<file path="src/rtl/onewire_pkg.sv">
// Shared definitions for the 1-Wire slave and master.
// Holds the FSM state encoding, the bus timing constants in microseconds and
// the helper that turns microseconds into clock cycles.
package onewire_pkg;

    typedef enum logic [2:0] {
        IDLE,
        RST_LOW,
        PRES_WAIT,
        PRES_DRIVE,
        CMD,
        RX,
        TX
    } ow_state_e;

    // Bus timing in microseconds.
    localparam int unsigned T_RST_MIN = 480;
    localparam int unsigned T_PD_WAIT = 30;
    localparam int unsigned T_PD_LOW  = 120;
    localparam int unsigned T_SAMPLE  = 30;
    localparam int unsigned T_TX0     = 30;

    // cycles = us * clk_hz / 1e6, computed in 64 bits so high clock rates
    // cannot overflow the product.
    function automatic int unsigned us_to_cycles(input int unsigned us,
                                                 input int unsigned clk_hz);
        logic [63:0] prod;
        prod = (64'(us) * 64'(clk_hz)) / 64'd1_000_000;
        return prod[31:0];
    endfunction

endpackage

</file>
<file path="src/rtl/onewire_sync_edge.sv">
// Two-flop synchronizer for an asynchronous bus level plus one-cycle edge
// pulses derived from the synchronized level.
// Ports:
//   clk, rst  - system clock, synchronous active-high reset
//   i_async   - raw asynchronous input
//   o_level   - synchronized level (two cycles behind the pin)
//   o_fall    - one-cycle pulse on a synchronized 1->0 transition
//   o_rise    - one-cycle pulse on a synchronized 0->1 transition
module onewire_sync_edge (
    input  logic clk,
    input  logic rst,
    input  logic i_async,
    output logic o_level,
    output logic o_fall,
    output logic o_rise
);

    logic r_meta;
    logic r_sync;
    logic r_prev;

    // Reset to 1: an idle 1-Wire bus is pulled high, so no false edge
    // appears when reset is released.
    always_ff @(posedge clk) begin
        if (rst) begin
            r_meta <= 1'b1;
            r_sync <= 1'b1;
            r_prev <= 1'b1;
        end else begin
            r_meta <= i_async;
            r_sync <= r_meta;
            r_prev <= r_sync;
        end
    end

    assign o_level = r_sync;
    assign o_fall  = r_prev & ~r_sync;
    assign o_rise  = ~r_prev & r_sync;

endmodule

</file>
<file path="src/rtl/onewire_slave.sv">
// 1-Wire slave: answers master reset pulses with a presence pulse, receives a
// command byte, then either receives data bytes or transmits bytes supplied
// by the host logic.
// Ports:
//   clk, rst      - system clock, synchronous active-high reset
//   I_ONE_WIRE    - sensed bus level (asynchronous)
//   O_ONE_WIRE    - bus drive, 0 pulls low, 1 releases
//   i_tx_data     - next byte to transmit, captured while o_tx_req is high
//   o_tx_req      - one-cycle pulse, i_tx_data captured this cycle
//   o_cmd         - last received command byte, o_cmd_valid pulses on update
//   o_rx_data     - last received data byte, o_rx_valid pulses on update
//   o_reset_seen  - one-cycle pulse when a valid reset pulse ends
//   o_busy        - high whenever the FSM is not IDLE
//
// state      | meaning
// -----------+---------------------------------------------------------
// IDLE       | after reset; falling edges ignored, only a bus reset acts
// RST_LOW    | bus held low long enough for a reset; wait for release
// PRES_WAIT  | delay before the presence pulse
// PRES_DRIVE | driving the presence pulse low
// CMD        | receiving the command byte
// RX         | receiving data bytes until the next bus reset
// TX         | transmitting host bytes, one bit per master read slot
module onewire_slave
    import onewire_pkg::*;
#(
    parameter int unsigned CLK_HZ   = 12_000_000,
    parameter logic [7:0]  READ_CMD = 8'hBE
) (
    input  logic       clk,
    input  logic       rst,
    input  logic       I_ONE_WIRE,
    output logic       O_ONE_WIRE,
    input  logic [7:0] i_tx_data,
    output logic       o_tx_req,
    output logic [7:0] o_cmd,
    output logic       o_cmd_valid,
    output logic [7:0] o_rx_data,
    output logic       o_rx_valid,
    output logic       o_reset_seen,
    output logic       o_busy
);

    localparam int unsigned C_RST     = us_to_cycles(T_RST_MIN, CLK_HZ);
    localparam int unsigned C_PD_WAIT = us_to_cycles(T_PD_WAIT, CLK_HZ);
    localparam int unsigned C_PD_LOW  = us_to_cycles(T_PD_LOW, CLK_HZ);
    localparam int unsigned C_SAMPLE  = us_to_cycles(T_SAMPLE, CLK_HZ);
    localparam int unsigned C_TX0     = us_to_cycles(T_TX0, CLK_HZ);
    localparam int          CW        = $clog2(C_RST + 1);

    // Down-counter reload values: a count of N cycles loads N-1 and
    // finishes on the cycle the timer reads zero.
    localparam logic [CW-1:0] L_RST     = CW'(C_RST);
    localparam logic [CW-1:0] L_PD_WAIT = CW'(C_PD_WAIT - 1);
    localparam logic [CW-1:0] L_PD_LOW  = CW'(C_PD_LOW - 1);
    localparam logic [CW-1:0] L_SAMPLE  = CW'(C_SAMPLE - 1);
    localparam logic [CW-1:0] L_TX0     = CW'(C_TX0 - 1);

    ow_state_e       r_state;
    ow_state_e       w_state_nxt;

    logic            w_level;
    logic            w_fall;
    logic            w_rise;

    logic [CW-1:0]   r_low_cnt;
    logic [CW-1:0]   r_timer;
    logic            r_slot_active;
    logic            r_wait_high;
    logic            r_tx_drive;
    logic [2:0]      r_bit_cnt;
    logic [7:0]      r_shift;
    logic [7:0]      r_tx_sh;
    logic [7:0]      r_cmd;
    logic [7:0]      r_rx_data;
    logic            r_cmd_valid;
    logic            r_rx_valid;
    logic            r_reset_seen;

    logic            w_rst_det;
    logic            w_in_slot_state;
    logic            w_slot_start;
    logic            w_slot_end;
    logic            w_byte_end;
    logic            w_tx_load;
    logic [7:0]      w_byte;

    onewire_sync_edge u_sync (
        .clk     (clk),
        .rst     (rst),
        .i_async (I_ONE_WIRE),
        .o_level (w_level),
        .o_fall  (w_fall),
        .o_rise  (w_rise)
    );

    // Our own presence pulse must not look like a master reset, so the low
    // counter is held clear while we drive it.
    assign w_rst_det = !w_level && (r_low_cnt == L_RST) && (r_state != PRES_DRIVE);

    assign w_in_slot_state = (r_state == CMD) || (r_state == RX) || (r_state == TX);
    assign w_byte          = {w_level, r_shift[7:1]};

    always_ff @(posedge clk) begin
        if (rst) begin
            r_state <= IDLE;
        end else begin
            r_state <= w_state_nxt;
        end
    end

    always_comb begin
        w_state_nxt  = r_state;
        w_slot_start = 1'b0;
        w_slot_end   = 1'b0;
        w_byte_end   = 1'b0;
        w_tx_load    = 1'b0;
        case (r_state)
            IDLE: begin
            end
            RST_LOW: begin
                if (w_rise) w_state_nxt = PRES_WAIT;
            end
            PRES_WAIT: begin
                if (r_timer == '0) w_state_nxt = PRES_DRIVE;
            end
            PRES_DRIVE: begin
                if (r_timer == '0) w_state_nxt = CMD;
            end
            CMD, RX, TX: begin
                // Edges arriving mid-slot or before the line recovers are ignored.
                w_slot_start = w_fall && !r_slot_active && !r_wait_high;
                w_slot_end   = r_slot_active && (r_timer == '0);
                w_byte_end   = w_slot_end && (r_bit_cnt == 3'd7);
                if (r_state == CMD && w_byte_end) begin
                    if (w_byte == READ_CMD) begin
                        w_state_nxt = TX;
                        w_tx_load   = 1'b1;
                    end else begin
                        w_state_nxt = RX;
                    end
                end
                if (r_state == TX && w_byte_end) w_tx_load = 1'b1;
            end
            default: w_state_nxt = IDLE;
        endcase
        // A long enough low aborts whatever is in progress.
        if (w_rst_det) begin
            w_state_nxt  = RST_LOW;
            w_slot_start = 1'b0;
            w_slot_end   = 1'b0;
            w_byte_end   = 1'b0;
            w_tx_load    = 1'b0;
        end
    end

    always_ff @(posedge clk) begin
        if (rst) begin
            r_low_cnt     <= '0;
            r_timer       <= '0;
            r_slot_active <= 1'b0;
            r_wait_high   <= 1'b0;
            r_tx_drive    <= 1'b0;
            r_bit_cnt     <= '0;
            r_shift       <= '0;
            r_tx_sh       <= '0;
            r_cmd         <= '0;
            r_rx_data     <= '0;
            r_cmd_valid   <= 1'b0;
            r_rx_valid    <= 1'b0;
            r_reset_seen  <= 1'b0;
        end else begin
            r_cmd_valid  <= 1'b0;
            r_rx_valid   <= 1'b0;
            r_reset_seen <= (r_state == RST_LOW) && w_rise;

            if (w_level || r_state == PRES_DRIVE) begin
                r_low_cnt <= '0;
            end else if (r_low_cnt != L_RST) begin
                r_low_cnt <= r_low_cnt + 1'b1;
            end

            if (w_state_nxt == PRES_WAIT && r_state != PRES_WAIT) begin
                r_timer <= L_PD_WAIT;
            end else if (w_state_nxt == PRES_DRIVE && r_state != PRES_DRIVE) begin
                r_timer <= L_PD_LOW;
            end else if (w_slot_start) begin
                r_timer <= (r_state == TX) ? L_TX0 : L_SAMPLE;
            end else if (r_timer != '0) begin
                r_timer <= r_timer - 1'b1;
            end

            if (w_rst_det || !w_in_slot_state) begin
                r_slot_active <= 1'b0;
                r_wait_high   <= 1'b0;
                r_tx_drive    <= 1'b0;
            end else if (w_slot_start) begin
                r_slot_active <= 1'b1;
                r_tx_drive    <= (r_state == TX) && !r_tx_sh[0];
            end else if (w_slot_end) begin
                r_slot_active <= 1'b0;
                r_wait_high   <= 1'b1;
                r_tx_drive    <= 1'b0;
            end else if (r_wait_high && w_level) begin
                r_wait_high   <= 1'b0;
            end

            if (w_rst_det || r_state == RST_LOW) begin
                r_bit_cnt <= '0;
                r_shift   <= '0;
            end else if (w_slot_end) begin
                r_bit_cnt <= r_bit_cnt + 3'd1;
                if (r_state != TX) r_shift <= w_byte;
                if (w_byte_end && r_state == CMD) begin
                    r_cmd       <= w_byte;
                    r_cmd_valid <= 1'b1;
                end
                if (w_byte_end && r_state == RX) begin
                    r_rx_data  <= w_byte;
                    r_rx_valid <= 1'b1;
                end
            end

            if (w_tx_load) begin
                r_tx_sh <= i_tx_data;
            end else if (w_slot_end && r_state == TX) begin
                r_tx_sh <= {1'b0, r_tx_sh[7:1]};
            end
        end
    end

    assign O_ONE_WIRE   = !((r_state == PRES_DRIVE) || r_tx_drive);
    assign o_tx_req     = w_tx_load;
    assign o_cmd        = r_cmd;
    assign o_cmd_valid  = r_cmd_valid;
    assign o_rx_data    = r_rx_data;
    assign o_rx_valid   = r_rx_valid;
    assign o_reset_seen = r_reset_seen;
    assign o_busy       = (r_state != IDLE);

endmodule

</file>
<file path="config.mk">
export PLATFORM = sky130hd
export DESIGN_NAME = onewire_slave
export DESIGN_NICKNAME = d
export VERILOG_FILES = /design/src/rtl/onewire_pkg.sv /design/src/rtl/onewire_sync_edge.sv /design/src/rtl/onewire_slave.sv
export SDC_FILE = /design/constraint.sdc
export NUM_CORES = 1
export LEC_CHECK = 0
export ABC_AREA = 1
export BUFFER_PORTS_ARGS = -buffer_cell sky130_fd_sc_hd__buf_2
export CAP_MARGIN = 15
export CELL_PAD_IN_SITES_DETAIL_PLACEMENT = 1
export CELL_PAD_IN_SITES_GLOBAL_PLACEMENT = 2
export CORE_ASPECT_RATIO = 1.75
export CORE_MARGIN = 2
export CORE_UTILIZATION = 36
export DETAILED_ROUTE_END_ITERATION = 12
export GPL_TIMING_DRIVEN = 1
export PLACE_DENSITY_LB_ADDON = 0.1
export SLEW_MARGIN = 20
export SYNTH_ARGS = -nofsm -noshare
export SYNTH_HDL_FRONTEND = slang
export SYNTH_SLANG_ARGS = --single-unit
</file>
<file path="constraint.sdc">
create_clock -name clk -period 3.6 [get_ports clk]
set_input_delay 0 -clock clk [delete_from_list [all_inputs] [get_ports clk]]
set_output_delay 0 -clock clk [all_outputs]
set_load 0.02 [all_outputs]
</file>
## After elaboration in Yosys (flattened, before gate mapping)

Index checks and enable logic that the tools add are counted.

| word-level totals | value |
|---|---|
| register bits | 73 |
| word-level logic and storage cells | 123 |

| operators by class | value |
|---|---|
| add/sub/neg operators | 3 |
| eq/ne operators | 15 |
| mux-type cells | 31 |
| bitwise operators | 7 |
| reduce and logical (&&, ||, !) cells | 48 |

Operator list:

| cell | count |
|---|---|
| two-way mux 11 bit | 3 |
| two-way mux 1 bit | 18 |
| logical AND 1 bit | 16 |
| two-way mux 8 bit | 2 |
| two-way mux 3 bit | 5 |
| one-hot mux 3 bit (5 select lines) | 1 |
| adder 13 x 1 -> 13 bit (second input constant) | 1 |
| equality test 13 bit (second input constant) | 1 |
| zero test 13 bit | 1 |
| inequality test 13 bit (second input constant) | 1 |
| nonzero test 13 bit | 1 |
| subtractor 13 x 1 -> 13 bit (second input constant) | 1 |
| equality test 3 x 2 -> 1 bit (second input constant) | 4 |
| equality test 3 bit (second input constant) | 4 |
| two-way mux 9 bit | 1 |
| equality test 8 bit (second input constant) | 1 |
| OR reduction 2 bit | 4 |
| zero test 1 bit | 6 |
| logical OR 1 bit | 6 |
| inequality test 3 x 2 -> 1 bit (second input constant) | 2 |
| AND reduction 3 bit | 2 |
| nonzero test 2 bit | 3 |
| nonzero test 3 bit | 2 |
| OR reduction 3 bit | 2 |
| 10 further kinds | 16 |

## Depth between registers and ports, before layout

| depth | value |
|---|---|
| word-level depth | 11 |
| gate-level depth with buffers | 17 |

## By module

A second synthesis with hierarchy kept.

| unflattened totals | value |
|---|---|
| cells, all modules | 474 |
| area, all modules | 3393.3 µm² |

By module, submodules not included:

| module | times used | cells an instance | area an instance (µm²) | sequential area each (µm²) |
|---|---|---|---|---|
| onewire_slave | 1 | 461 | 3295.7 | 1381.3 |
| onewire_sync_edge | 1 | 13 | 97.6 | 60.1 |

## Worst setup path after synthesis

No wires, ideal clock.

| timing path | value |
|---|---|
| path kind | flip-flop to flip-flop |
| start | register r_bit_cnt[0] |
| end | register r_timer[0] |
| arrival | 1.769 ns |
| data required time | 3.487 ns |
| path slack | 1.719 ns |
| stages on the path, launching flop included | 16 |
| path buffers | 2 |
| cell sequence | dfxtp_1 -> ha_1 -> ha_1 -> inv_1 -> nor2_1 -> buf_2 -> nand4_1 -> nand3_1 -> nand2_1 -> nand2_1 -> nor2_2 -> nand2_2 -> buf_6 -> nand3_1 -> nor2_1 -> nor2_1 |

| between the ends | value |
|---|---|
| cells in the longest elaborated chain, start to end | 10 |
| elaborated cells on any way between the ends | 13 |

RTL lines:

| item | RTL line | source |
|---|---|---|
| start: declaration | onewire_slave.sv:71 | `logic [2:0] r_bit_cnt;` |
| start signal: assignment | onewire_slave.sv:212 | `r_bit_cnt <= r_bit_cnt + 3'd1;` |
| equality test 3 bit (*) | onewire_slave.sv:134 | `w_byte_end = w_slot_end && (r_bit_cnt == 3'd7);` |
| logical AND 1 bit (*) | onewire_slave.sv:134 |  |
| logical AND 1 bit (*) | onewire_slave.sv:135 | `if (r_state == CMD && w_byte_end) begin` |
| two-way mux 3 bit (*) | onewire_slave.sv:135 |  |
| one-hot mux 3 bit (5 select lines) (*) | onewire_slave.sv:118 | `case (r_state)` |
| two-way mux 3 bit (*) | onewire_slave.sv:148 | `if (w_rst_det) begin` |
| equality test 3 x 2 -> 1 bit | onewire_slave.sv:185 | `end else if (w_state_nxt == PRES_DRIVE && r_state != PRES_DRIVE) begin` |
| logical AND 1 bit | onewire_slave.sv:185 |  |
| two-way mux 11 bit | onewire_slave.sv:185 |  |
| two-way mux 9 bit | onewire_slave.sv:183 | `if (w_state_nxt == PRES_WAIT && r_state != PRES_WAIT) begin` |
| end signal: assignment | onewire_slave.sv:188 | `r_timer <= (r_state == TX) ? L_TX0 : L_SAMPLE;` |
| end signal: assignment | onewire_slave.sv:190 | `r_timer <= r_timer - 1'b1;` |
| end: declaration | onewire_slave.sv:67 | `logic [CW-1:0] r_timer;` |

Mark *: on every way between the ends. The rest lies on a longest branch, timed or not.
A chain may end at the register's enable or synchronous reset.

## Final worst setup path

| timing path | value |
|---|---|
| start | register r_bit_cnt[0] |
| end | register r_timer[1] |

The elaborated chain is that of the path after synthesis.

==> impl_results.md <==
* Combined flip-flop and latch cell area at 0.00144 sq mm
* Class of the tightest hold or removal check: in2reg
* Count leader, synth: dfxtp_1
* Setup skew after layout at between 5 and 6 ps
* Htree depth at 3
* Area of the multi-input gates at 0.00165 sq mm
* Number of cells traversed by the worst hold path at 2
* Combined global-route utilization of all metal layers at 0.194
* DRT Wirelength at 9440 microns
* Number of warning messages in the yosys log at 0
* TritonCTS clock tree: yes
* Synthesized area per cell at just over 7 sq um
* Post-DR wirelength/cell at 14.8 microns
* Largest net degree at the start of global routing at 24
* Asr flop ratio synth at 0
* Required time at the worst-slack endpoint at 3830 ps
* Clock buffer depth at 2
* Endpoint, Worst Hold: o_reset_seen
* Post-Syn Area at between 0.003 and 0.004 sq mm
* Number of nets in the synthesized netlist at 488
* CTS buffer count at 9
* Core region area at 0.00935 sq mm
* Post CTS Setup Buffer Count at 0
* Leakage dissipation at ~1.7 nW
* Placed instance count at ~600
* PwrDens at ~560 mW/mm^2
* Hold Crit Start: rst
* Worst reg-to-reg path cell count at 15
* Result of the run: completed
* Total negative slack at 0 ps
* Unrepaired setup endpoints after global routing: false
* Count of cell types in the netlist at 35
* First-pass GRT wire length at between 15,000 and 20,000 microns
* Starting density of the core at 0.366
* Per-cell via count in the routed design at 5.02
* NumNets Final at 530
* Clock Tree Root: clkbuf_16
* Fraction of layout cells with a size suffix above 1 at 0.153
* Global placement routability congestion at between 0.7 and 0.8
* Signal arrival time at the worst endpoint at ~2900 ps
* Max Fanout on Critical Path at 12
* Largest vdd supply drop at approximately 0.25 mV
* Cell taking the most area after synthesis: dfxtp_1
* Clock edge transition at the registers on the reported setup and hold paths at about 60 ps
* Die area at between 0.01 and 0.015 sq mm
* Antenna diode count at 0
* Number of vias after detailed routing at between 3k and 4k
* Most used flip-flop cell after synthesis: dfxtp_1
* Drt pass-1 iters at 4
* Min cycle time layout at approximately 2700 ps
* Top area cells in the synthesized netlist: dfxtp_1, nand2_1, nor2_1
* Pre-CTS setup slack at slightly below 900 ps
* Post-Syn Instances at roughly 470
* Classification of the worst setup path: reg2reg
* Number of register bits inferred by synthesis at between 70 and 80
* Finished Layout Cells at approximately 640
* Final setup fails at 0
* Setup slack, reg-to-reg at approximately 920 ps
* Kind of end point of the critical path: flip-flop
* Number of antenna violations at the first check in global routing at 0
* Clock latency of the later-clocked register in the worst-skew pair at about 340 ps
* Worst r2r dst: r_timer[1]
* Antenna viol nets, final at 0
* Total of fill cells in the finished design at 1,165
* Site row count at 47
* Crit path setup slack, layout at approximately 920 ps
* Highest Clock Rate at 373 MHz
* Via count of the first global-routing pass at ~3.3k
* DR iter-0 viols at between 90 and 100
* Critical Path Source Type: flip-flop
* Max transition margin at 0.496
* Startpoint of the worst-slack reg-to-reg timing path: r_bit_cnt[0]
* DRC violation count after routing at 0
* Chip height at 133 microns
* Actual transition at the worst max-transition pin at 753 ps
* Count of pins over their slew limit at 0
* Area share of the largest cell type after synthesis at 0.421
* Die Wd at 77.7 microns
* Final count of hold timing violations at 0
* Port Buffer Count at 32
* Final worst-path cycle share at 0.745
* Number of flops mapped to enable cells by yosys at 0
* Area growth syn-to-layout at 18.8%
* Sequential-to-total area share from yosys stat at 0.421
* Grt total ovfl at 0
* Detailed Place HPWL at ~7100 microns
* Max Cap Violations at 0
* Ports at 33
* # clock sinks at 72
* Most instantiated cells after synthesis: dfxtp_1, nand2_1, nor2_1
[flip-flops by register name, summed over array words and instances (netlist names), 3 cells and up]
register,count
r_timer,13
r_shift,7
r_bit_cnt,3
r_state,3
r_low_cnt,13
o_cmd,8
o_rx_data,8
r_tx_sh,8
[worst max-delay path, cell delays in order (launching register included)]
cell and delay, ps:
dfxtp_1 350, ha_1 180, ha_1 270, inv_1 60, nor2_1 590, nand4_1 170, nand2_1 120, nand3_1 80
nand2_1 70, nand2_1 70, nor2_2 90, nand2_2 210, nand2_1 130, nor2_1 50, nor2_1 90, nor2_1 50
[worst max-delay path by stage]
| stage | from | end | slack (ps) | cells after the start |
|---|---|---|---|---|
| 6_report | r_bit_cnt[0] | r_timer[1] | 920 | 15 |
| 5_1_grt | r_bit_cnt[1] | r_timer[1] | 590 | 15 |
| 4_1_cts | r_bit_cnt[1] | r_timer[1] | 870 | 15 |
| 3_5_place_dp | r_bit_cnt[0] | r_timer[1] | 890 | 15 |
| 3_3_place_gp | r_bit_cnt[0] | r_timer[1] | 930 | 15 |
| 2_1_floorplan | r_bit_cnt[0] | r_timer[0] | 1720 | 15 |
[layout by cell type, fill, tap and decap left out, types with 2 or more instances in the layout]
cell           count
clkinv_2           2
inv_1             64
nor3_1            19
or2_2              5
a31oi_1            9
a21oi_1           38
nor2_1            66
dfxtp_1           72
o211ai_1           4
ha_1               6
clkinv_4           2
nand4_2            3
nand4_1            6
xor2_1             8
dlygate4sd3_1      9
nor2_2             2
nand2_1           71
nand3_2            3
inv_2              6
o21a_1             4
o21ai_0           28
nand2_2            3
buf_2             32
nor2_4             2
clkbuf_16          9
nand3_1           29
nor3_2             3
[metal layers]
layer	track usage	up-vias	wire length, microns
met5	0	-	0
met4	0.0645	0	129
met3	0.0355	12	191
met2	0.383	29	5440
met1	0.197	1556	3680
li1	-	1613	-
[logic make-up (layout without fill, tap and decap cells)]
group                      count (synthesis)  in the layout  share of synthesized area
and+or+nand+nor                          217            217                      0.302
AOI/OAI and AO/OA                         86             86                      0.137
buffers and inverters                     82            128                     0.0969
DFF                                       72             72                      0.421
xor gates and xnor gates                   8              8                     0.0205
adders and majority gates                  6              6                     0.0219
[area by class of cell]
| cell class | instances | share of cell area |
|---|---|---|
| timing repair buffer | 42 | 0.0634 |
| multi-input combinational | 317 | 0.406 |
| clock buffer | 10 | 0.0588 |
| tap | 122 | 0.0376 |
| clock inverter | 5 | 0.0142 |
| sequential | 72 | 0.355 |
| inverter | 71 | 0.0656 |
[power by group]
group          internal, mW  total, mW  switching (mW)
clock network         0.551      0.897           0.346
logic                 0.195      0.502           0.307
registers             0.842      0.882          0.0395
total                  1.59       2.28           0.692
[metrics by stage]
step           area [sq um]  hold WS [ps]   util  power (mW)
2_1_floorplan          3420           104      -        1.27
3_3_place_gp           3680           185  0.393        1.38
3_5_place_dp           3680           185  0.393        1.40
4_1_cts                4060          98.2  0.435        2.31
5_1_grt                4060           138  0.435        2.43
6_report               4060          98.2  0.435        2.28
[what timing repair did]
action                                 in CTS  in global routing
hold buffers                                9                  0
setup endpoints to repair                   0                  0
gates resized for setup                     0                  0
endpoints found under the hold margin       9                  0
Power figures use the tool's default switching activity.
